--- src/rtl/adc_frame_scheduler.sv ---
// adc_frame_scheduler
// Serialises one snapshot of all ADC channel results per sample tick onto a
// single AXI-Stream master. Enabled channels go out in ascending index order,
// with tlast on the final beat. Ticks that arrive while a frame is still
// draining are dropped and counted as overruns.
//
// Optional build macro: ADC_FRAME_HEADER_EN
//   When defined, every frame starts with one header beat that carries
//   {mask, frame_cnt} before the channel beats.
//
// Ports:
//   CLK100MHz      - sole clock
//   ARESETN        - asynchronous active-low reset
//   sample_tick    - one-cycle pulse; ch_data holds new results
//   ch_data        - flattened samples, channel k at [k*DATA_W +: DATA_W]
//   ch_enable      - per-channel inclusion mask, sampled at the tick
//   clear_overrun  - synchronous clear of overrun_cnt / overrun_flag
//   m_axis_*       - AXI-Stream master (tdata, tkeep, tvalid, tready, tlast)
//   busy           - frame in progress
//   frame_cnt      - completed frames, wraps
//   overrun_cnt    - dropped ticks, saturates
//   overrun_flag   - sticky, set on first dropped tick
module adc_frame_scheduler #(
  parameter int NUM_CH     = 16,
  parameter int DATA_W     = 32,
  parameter int AXIS_BYTES = 4,
  parameter int CNT_W      = 16
) (
  input  logic                     CLK100MHz,
  input  logic                     ARESETN,
  input  logic                     sample_tick,
  input  logic [NUM_CH*DATA_W-1:0] ch_data,
  input  logic [NUM_CH-1:0]        ch_enable,
  input  logic                     clear_overrun,
  output logic [AXIS_BYTES*8-1:0]  m_axis_tdata,
  output logic [AXIS_BYTES-1:0]    m_axis_tkeep,
  output logic                     m_axis_tvalid,
  input  logic                     m_axis_tready,
  output logic                     m_axis_tlast,
  output logic                     busy,
  output logic [CNT_W-1:0]         frame_cnt,
  output logic [CNT_W-1:0]         overrun_cnt,
  output logic                     overrun_flag
);

  localparam int AXIS_W = AXIS_BYTES * 8;
  localparam int IDX_W  = (NUM_CH > 1) ? $clog2(NUM_CH) : 1;

  typedef enum logic [1:0] {ST_IDLE, ST_HEADER, ST_SEND} state_t;

  state_t              r_state;
  logic [DATA_W-1:0]   r_snap [NUM_CH];
  // Channels still to be sent after the beat currently presented.
  logic [NUM_CH-1:0]   r_rem;
  logic [AXIS_W-1:0]   r_tdata;
  logic                r_tvalid;
  logic                r_tlast;
  logic [CNT_W-1:0]    r_frame_cnt;
  logic [CNT_W-1:0]    r_ovr_cnt;
  logic                r_ovr_flag;

  logic                w_hs;
  logic                w_last_hs;
  logic                w_start;
  logic                w_overrun;
  logic [IDX_W-1:0]    w_first_idx;
  logic [NUM_CH-1:0]   w_first_rest;
  logic [IDX_W-1:0]    w_next_idx;
  logic [NUM_CH-1:0]   w_next_rest;

  // Priority encoder: index of the lowest set bit (0 if none).
  function automatic logic [IDX_W-1:0] f_lowest(input logic [NUM_CH-1:0] v);
    logic [IDX_W-1:0] idx;
    idx = '0;
    for (int i = NUM_CH - 1; i >= 0; i--) begin
      if (v[i]) idx = IDX_W'(i);
    end
    return idx;
  endfunction

  assign w_hs      = r_tvalid & m_axis_tready;
  assign w_last_hs = w_hs & r_tlast & (r_state == ST_SEND);
  // A tick on the closing handshake chains straight into the next frame.
  assign w_start   = sample_tick & (ch_enable != '0) &
                     ((r_state == ST_IDLE) | w_last_hs);
  assign w_overrun = sample_tick & (r_state != ST_IDLE) & ~w_last_hs;

  assign w_first_idx  = f_lowest(ch_enable);
  assign w_first_rest = ch_enable & ~(NUM_CH'(1'b1) << w_first_idx);
  assign w_next_idx   = f_lowest(r_rem);
  assign w_next_rest  = r_rem & ~(NUM_CH'(1'b1) << w_next_idx);

`ifdef ADC_FRAME_HEADER_EN
  localparam int HDR_W = CNT_W + NUM_CH;
  logic [CNT_W-1:0]  w_hdr_cnt;
  logic [HDR_W-1:0]  w_hdr_full;
  logic [AXIS_W-1:0] w_hdr_word;
  // On a chained start the count has just advanced for the previous frame.
  assign w_hdr_cnt  = w_last_hs ? (r_frame_cnt + CNT_W'(1)) : r_frame_cnt;
  assign w_hdr_full = {ch_enable, w_hdr_cnt};
  generate
    if (HDR_W >= AXIS_W) begin : g_hdr_trunc
      assign w_hdr_word = w_hdr_full[AXIS_W-1:0];
    end else begin : g_hdr_ext
      assign w_hdr_word = {{(AXIS_W-HDR_W){1'b0}}, w_hdr_full};
    end
  endgenerate
`endif

  // Frame FSM, snapshot capture, stream outputs and counters.
  always_ff @(posedge CLK100MHz or negedge ARESETN) begin
    if (!ARESETN) begin
      r_state     <= ST_IDLE;
      r_rem       <= '0;
      r_tdata     <= '0;
      r_tvalid    <= 1'b0;
      r_tlast     <= 1'b0;
      r_frame_cnt <= '0;
      r_ovr_cnt   <= '0;
      r_ovr_flag  <= 1'b0;
      for (int k = 0; k < NUM_CH; k++) r_snap[k] <= '0;
    end else begin
      if (w_start) begin
        for (int k = 0; k < NUM_CH; k++) r_snap[k] <= ch_data[k*DATA_W +: DATA_W];
      end

      if (w_last_hs) r_frame_cnt <= r_frame_cnt + CNT_W'(1);

      if (clear_overrun) begin
        r_ovr_cnt  <= '0;
        r_ovr_flag <= 1'b0;
      end else if (w_overrun) begin
        r_ovr_flag <= 1'b1;
        if (r_ovr_cnt != '1) r_ovr_cnt <= r_ovr_cnt + CNT_W'(1);
      end

      if (w_start) begin
        r_tvalid <= 1'b1;
`ifdef ADC_FRAME_HEADER_EN
        r_state  <= ST_HEADER;
        r_tdata  <= w_hdr_word;
        r_tlast  <= 1'b0;
        r_rem    <= ch_enable;
`else
        r_state  <= ST_SEND;
        r_tdata  <= AXIS_W'(ch_data[w_first_idx*DATA_W +: DATA_W]);
        r_tlast  <= (w_first_rest == '0);
        r_rem    <= w_first_rest;
`endif
      end else begin
        case (r_state)
          ST_IDLE: begin
            r_tvalid <= 1'b0;
            r_tlast  <= 1'b0;
          end
          ST_HEADER: begin
            if (w_hs) begin
              r_state <= ST_SEND;
              r_tdata <= AXIS_W'(r_snap[w_next_idx]);
              r_tlast <= (w_next_rest == '0);
              r_rem   <= w_next_rest;
            end
          end
          ST_SEND: begin
            if (w_hs) begin
              if (r_tlast) begin
                r_state  <= ST_IDLE;
                r_tvalid <= 1'b0;
                r_tlast  <= 1'b0;
              end else begin
                r_tdata <= AXIS_W'(r_snap[w_next_idx]);
                r_tlast <= (w_next_rest == '0);
                r_rem   <= w_next_rest;
              end
            end
          end
          default: begin
            r_state  <= ST_IDLE;
            r_tvalid <= 1'b0;
            r_tlast  <= 1'b0;
          end
        endcase
      end
    end
  end

  assign m_axis_tdata  = r_tdata;
  assign m_axis_tvalid = r_tvalid;
  assign m_axis_tlast  = r_tlast;
  assign m_axis_tkeep  = {AXIS_BYTES{r_tvalid}};
  assign busy          = (r_state != ST_IDLE);
  assign frame_cnt     = r_frame_cnt;
  assign overrun_cnt   = r_ovr_cnt;
  assign overrun_flag  = r_ovr_flag;

endmodule
--- config.mk ---
export PLATFORM = sky130hd
export DESIGN_NAME = adc_frame_scheduler
export DESIGN_NICKNAME = d
export VERILOG_FILES = /design/src/rtl/adc_frame_scheduler.sv
export SDC_FILE = /design/constraint.sdc
export NUM_CORES = 2
export LEC_CHECK = 0
export CAP_MARGIN = 25
export CELL_PAD_IN_SITES_DETAIL_PLACEMENT = 0
export CELL_PAD_IN_SITES_GLOBAL_PLACEMENT = 1
export CORE_ASPECT_RATIO = 0.75
export CORE_MARGIN = 1
export CORE_UTILIZATION = 35
export CTS_CLUSTER_DIAMETER = 150
export DETAILED_ROUTE_END_ITERATION = 16
export PLACE_DENSITY_LB_ADDON = 0.1
export SYNTH_ARGS = -nofsm -noshare
export SYNTH_HDL_FRONTEND = slang
export SYNTH_SLANG_ARGS = --single-unit
--- constraint.sdc ---
create_clock -name CLK100MHz -period 2.79 [get_ports CLK100MHz]
set_clock_uncertainty 0.05 [all_clocks]
set_input_delay 0.4185 -clock CLK100MHz [delete_from_list [all_inputs] [get_ports CLK100MHz]]
set_output_delay 0.4185 -clock CLK100MHz [all_outputs]
set_load 0.1 [all_outputs]
==> impl_metrics.ini <==
[status]
outcome = complete, but fails checks
failed_checks = negative setup slack

[min_path]
hold_class = input pin to flip-flop

[global_routing]
met2_usage_pct = 50.3
grt_use_met1_pct = 43.2
grt_overflow = 0
grt_busiest_layer = met2
grt_pass1_vias = 33146
track_usage_pct = 32.2
grt_max_degree = 66
gr-usage-met3_pct = 6.13
antenna_found_initial = 19
grt_pass1_wl_mm = 221

[setup_path]
cp_num_cells = 10
slowest_delay_ns = 0.38
timing.critical_path.to = m_axis_tlast
path_delay_family = compound AO/OA/AOI/OAI gates
path_buf_inv = 3
ff2ff_setup_slack_ns = -0.02
worst_path_most_repeated_cell = buf_4
path_cells = buf_4 -> nor4_1 -> buf_4 -> a211o_4 -> buf_12 -> nand3_1 -> a221oi_1 -> o221ai_1 -> or3_1 -> o211ai_1
critPathLaunch = r_rem[7]
crit_slowest_cell = dfrtp_1
rr_startpoint = r_rem[7]
r2r_cells = 10
cp_max_fo = 13
worstPathRequired_ns = 3.27
start_kind = flip-flop
critical_path.endpoint_type = flip-flop
crit_arrival_ns = 3.29
crit_type = flip-flop to flip-flop
r2r_end = m_axis_tlast

[power_and_ir_drop]
powerDensity_nw_per_um2 = 1260
ir_worst_vdd_uv = 1300
power_leakage_nw = 21.7

[sta]
hold_violations = 0
period_minus_slack_ns = 2.81
slew_headroom_pct = 45.8
worst_slack_ns = -0.0197
fmax_mhz = 356
drv_slew = 0
finalSetupViolations = 2
grt_setup_unrepaired = yes
tightest_slew_ns = 0.812
fin_hold_ws_ns = 0.294
post-route-period-util_pct = 101

[layout]
final_cell_mix = nand2_1, dfrtp_1, clkdlybuf4s50_1
fin_cells = 6330
final_util_pct = 50.4
area_growth_pct = 41.7
fin_area_um2 = 45400
layout-drive-gt1-share_pct = 13.2
nets = 5601
final_common_cell = nand2_1

[route]
viasPerCell = 5.38
drtAntennaViolNets = 0
wirelength_mm = 152
drc_errors = 0
dr.pass1.iters = 6
wire_per_inst_um = 24.0
vias = 34052
drtIter0Drc = 3326

[clock_network]
root_buffer = clkbuf_16
h-tree-depth = 3
clk_latency_ns = 0.62
cts-buffers-inserted = 68
cts_tree = built
cts_buffer_depth = 3
cts_sinks = 596
clk_pin_slew_worst_paths_ns = 0.06

[floorplanning]
die_w_um = 351
die_area_um2 = 92800
ios = 605
row_count = 95
start_util_pct = 35.6
die_h_um = 264
coreArea_um2 = 90100

[yosys]
synthesis.nets = 4838
syn_area_per_cell_um2 = 7.45
synth_async_sr_flop_share_pct = 100
synth_edf_count = 0
ys_seq_area_share_pct = 46.5
synthFlopType = dfrtp_1
yosysWarnings = 0
syn_inst = 4303
synth-seq-cells = 596
synth_area_um2 = 32100
synth.distinct_cells = 64

[placement]
portBuffers = 604
dp.cells = 6181
detailed_place_hpwl_mm = 113
postPlaceCellArea_um2 = 42500
gp_congestion = 0.958

[flow_run]
max_cap_viol_count = 0
## what timing repair did
action	4_1_cts	5_1_grt
cloned	1	1
hold buffers	1	0
pin swaps	3	24
endpoints found under the setup margin	15	33
resized for setup	5	59
hold endpoints to repair	43	0
setup buffers	6	19
## where the power goes
| group | total [mW] | switching (mW) | internal [mW] |
|---|---|---|---|
| clock network | 9.62 | 3.90 | 5.72 |
| registers | 15.3 | 2.51 | 12.8 |
| logic | 32.2 | 19.9 | 12.4 |
## how the worst min path moves through the flow
stage,cells after the start,slack [ns],startpoint,endpoint
2_1_floorplan,0,0.07,ARESETN,frame_cnt[0]
3_3_place_gp,2,0.41,r_snap[364],r_snap[364]
3_5_place_dp,2,0.41,r_snap[443],r_snap[443]
4_1_cts,3,0.26,ch_data[89],r_snap[441]
5_1_grt,3,0.31,ch_data[286],r_snap[254]
6_report,3,0.29,ch_data[89],r_snap[441]
## cells in the mapped netlist, types with 9 or more instances
library cell / instances / share of area, %
nor2_1: 90 / 1.1
a31oi_1: 101 / 2.0
nand4_1: 94 / 1.8
nor3_1: 47 / 0.73
a32oi_1: 9 / 0.25
mux2i_1: 104 / 3.2
nand2b_1: 40 / 0.78
clkbuf_1: 202 / 2.4
o22ai_1: 29 / 0.57
nand3_1: 278 / 4.3
buf_1: 11 / 0.13
a21oi_1: 83 / 1.3
xnor2_1: 16 / 0.44
xor2_1: 13 / 0.36
dfrtp_1: 596 / 47
o221ai_1: 38 / 1.0
a211oi_1: 61 / 1.4
nand2_1: 2200 / 26
buf_2: 91 / 1.4
o21ai_0: 60 / 0.94
a211o_1: 32 / 0.87
## cells by family after synthesis
logic type | after synthesis | share of synthesized area [%]
muxes | 105 | 3.28
AOI/OAI and AO/OA | 459 | 9.64
buffers and inverters | 316 | 4.10
adders and majority gates | 3 | 0.113
and+or+nand+nor | 2795 | 35.5
DFF | 596 | 46.5
xor gates and xnor gates | 29 | 0.792
## cell type report
cell class              count  area, um^2
diodes                      4        10.0
multi-input cells        3391       16300
repair buffers           1001       10300
clock inverters            18         274
fillers                  8983       44700
well taps                1212        1520
flip-flops and latches    596       14900
inverters                   8        30.0
clock buffers             100        2050
## per-layer routing
metal / up-vias / routed length [um]
li1: 15780 / -
met1: 16511 / 63600
met2: 1434 / 68900
met3: 303 / 11700
met4: 24 / 7500
met5: - / 147
## worst register-to-register path: stages, from the launching register on
cell,delay (ns)
dfrtp_1,0.38
buf_4,0.15
nor4_1,0.35
buf_4,0.21
a211o_4,0.26
buf_12,0.24
nand3_1,0.10
a221oi_1,0.31
o221ai_1,0.18
or3_1,0.37
o211ai_1,0.11
## registers in the layout, indices dropped and copies added, names as in the netlist
| name | cells |
|---|---|
| frame_cnt | 16 |
| m_axis_tdata | 32 |
| m_axis_tlast | 1 |
| m_axis_tvalid | 1 |
| overrun_cnt | 16 |
| overrun_flag | 1 |
| r_rem | 16 |
| r_snap | 512 |
| r_state | 1 |
## through the flow
stage          power [mW]  TNS, ns  setup slack (ns)
5_1_grt              60.3   -0.168           -0.0570
3_3_place_gp         44.9   -12.03            -0.465
4_1_cts              55.4        0           0.00201
3_5_place_dp         45.2   -11.11            -0.447
2_1_floorplan        31.4        0           0.00119
6_report             57.2  -0.0211           -0.0197
(Power assumes the default switching activity.)
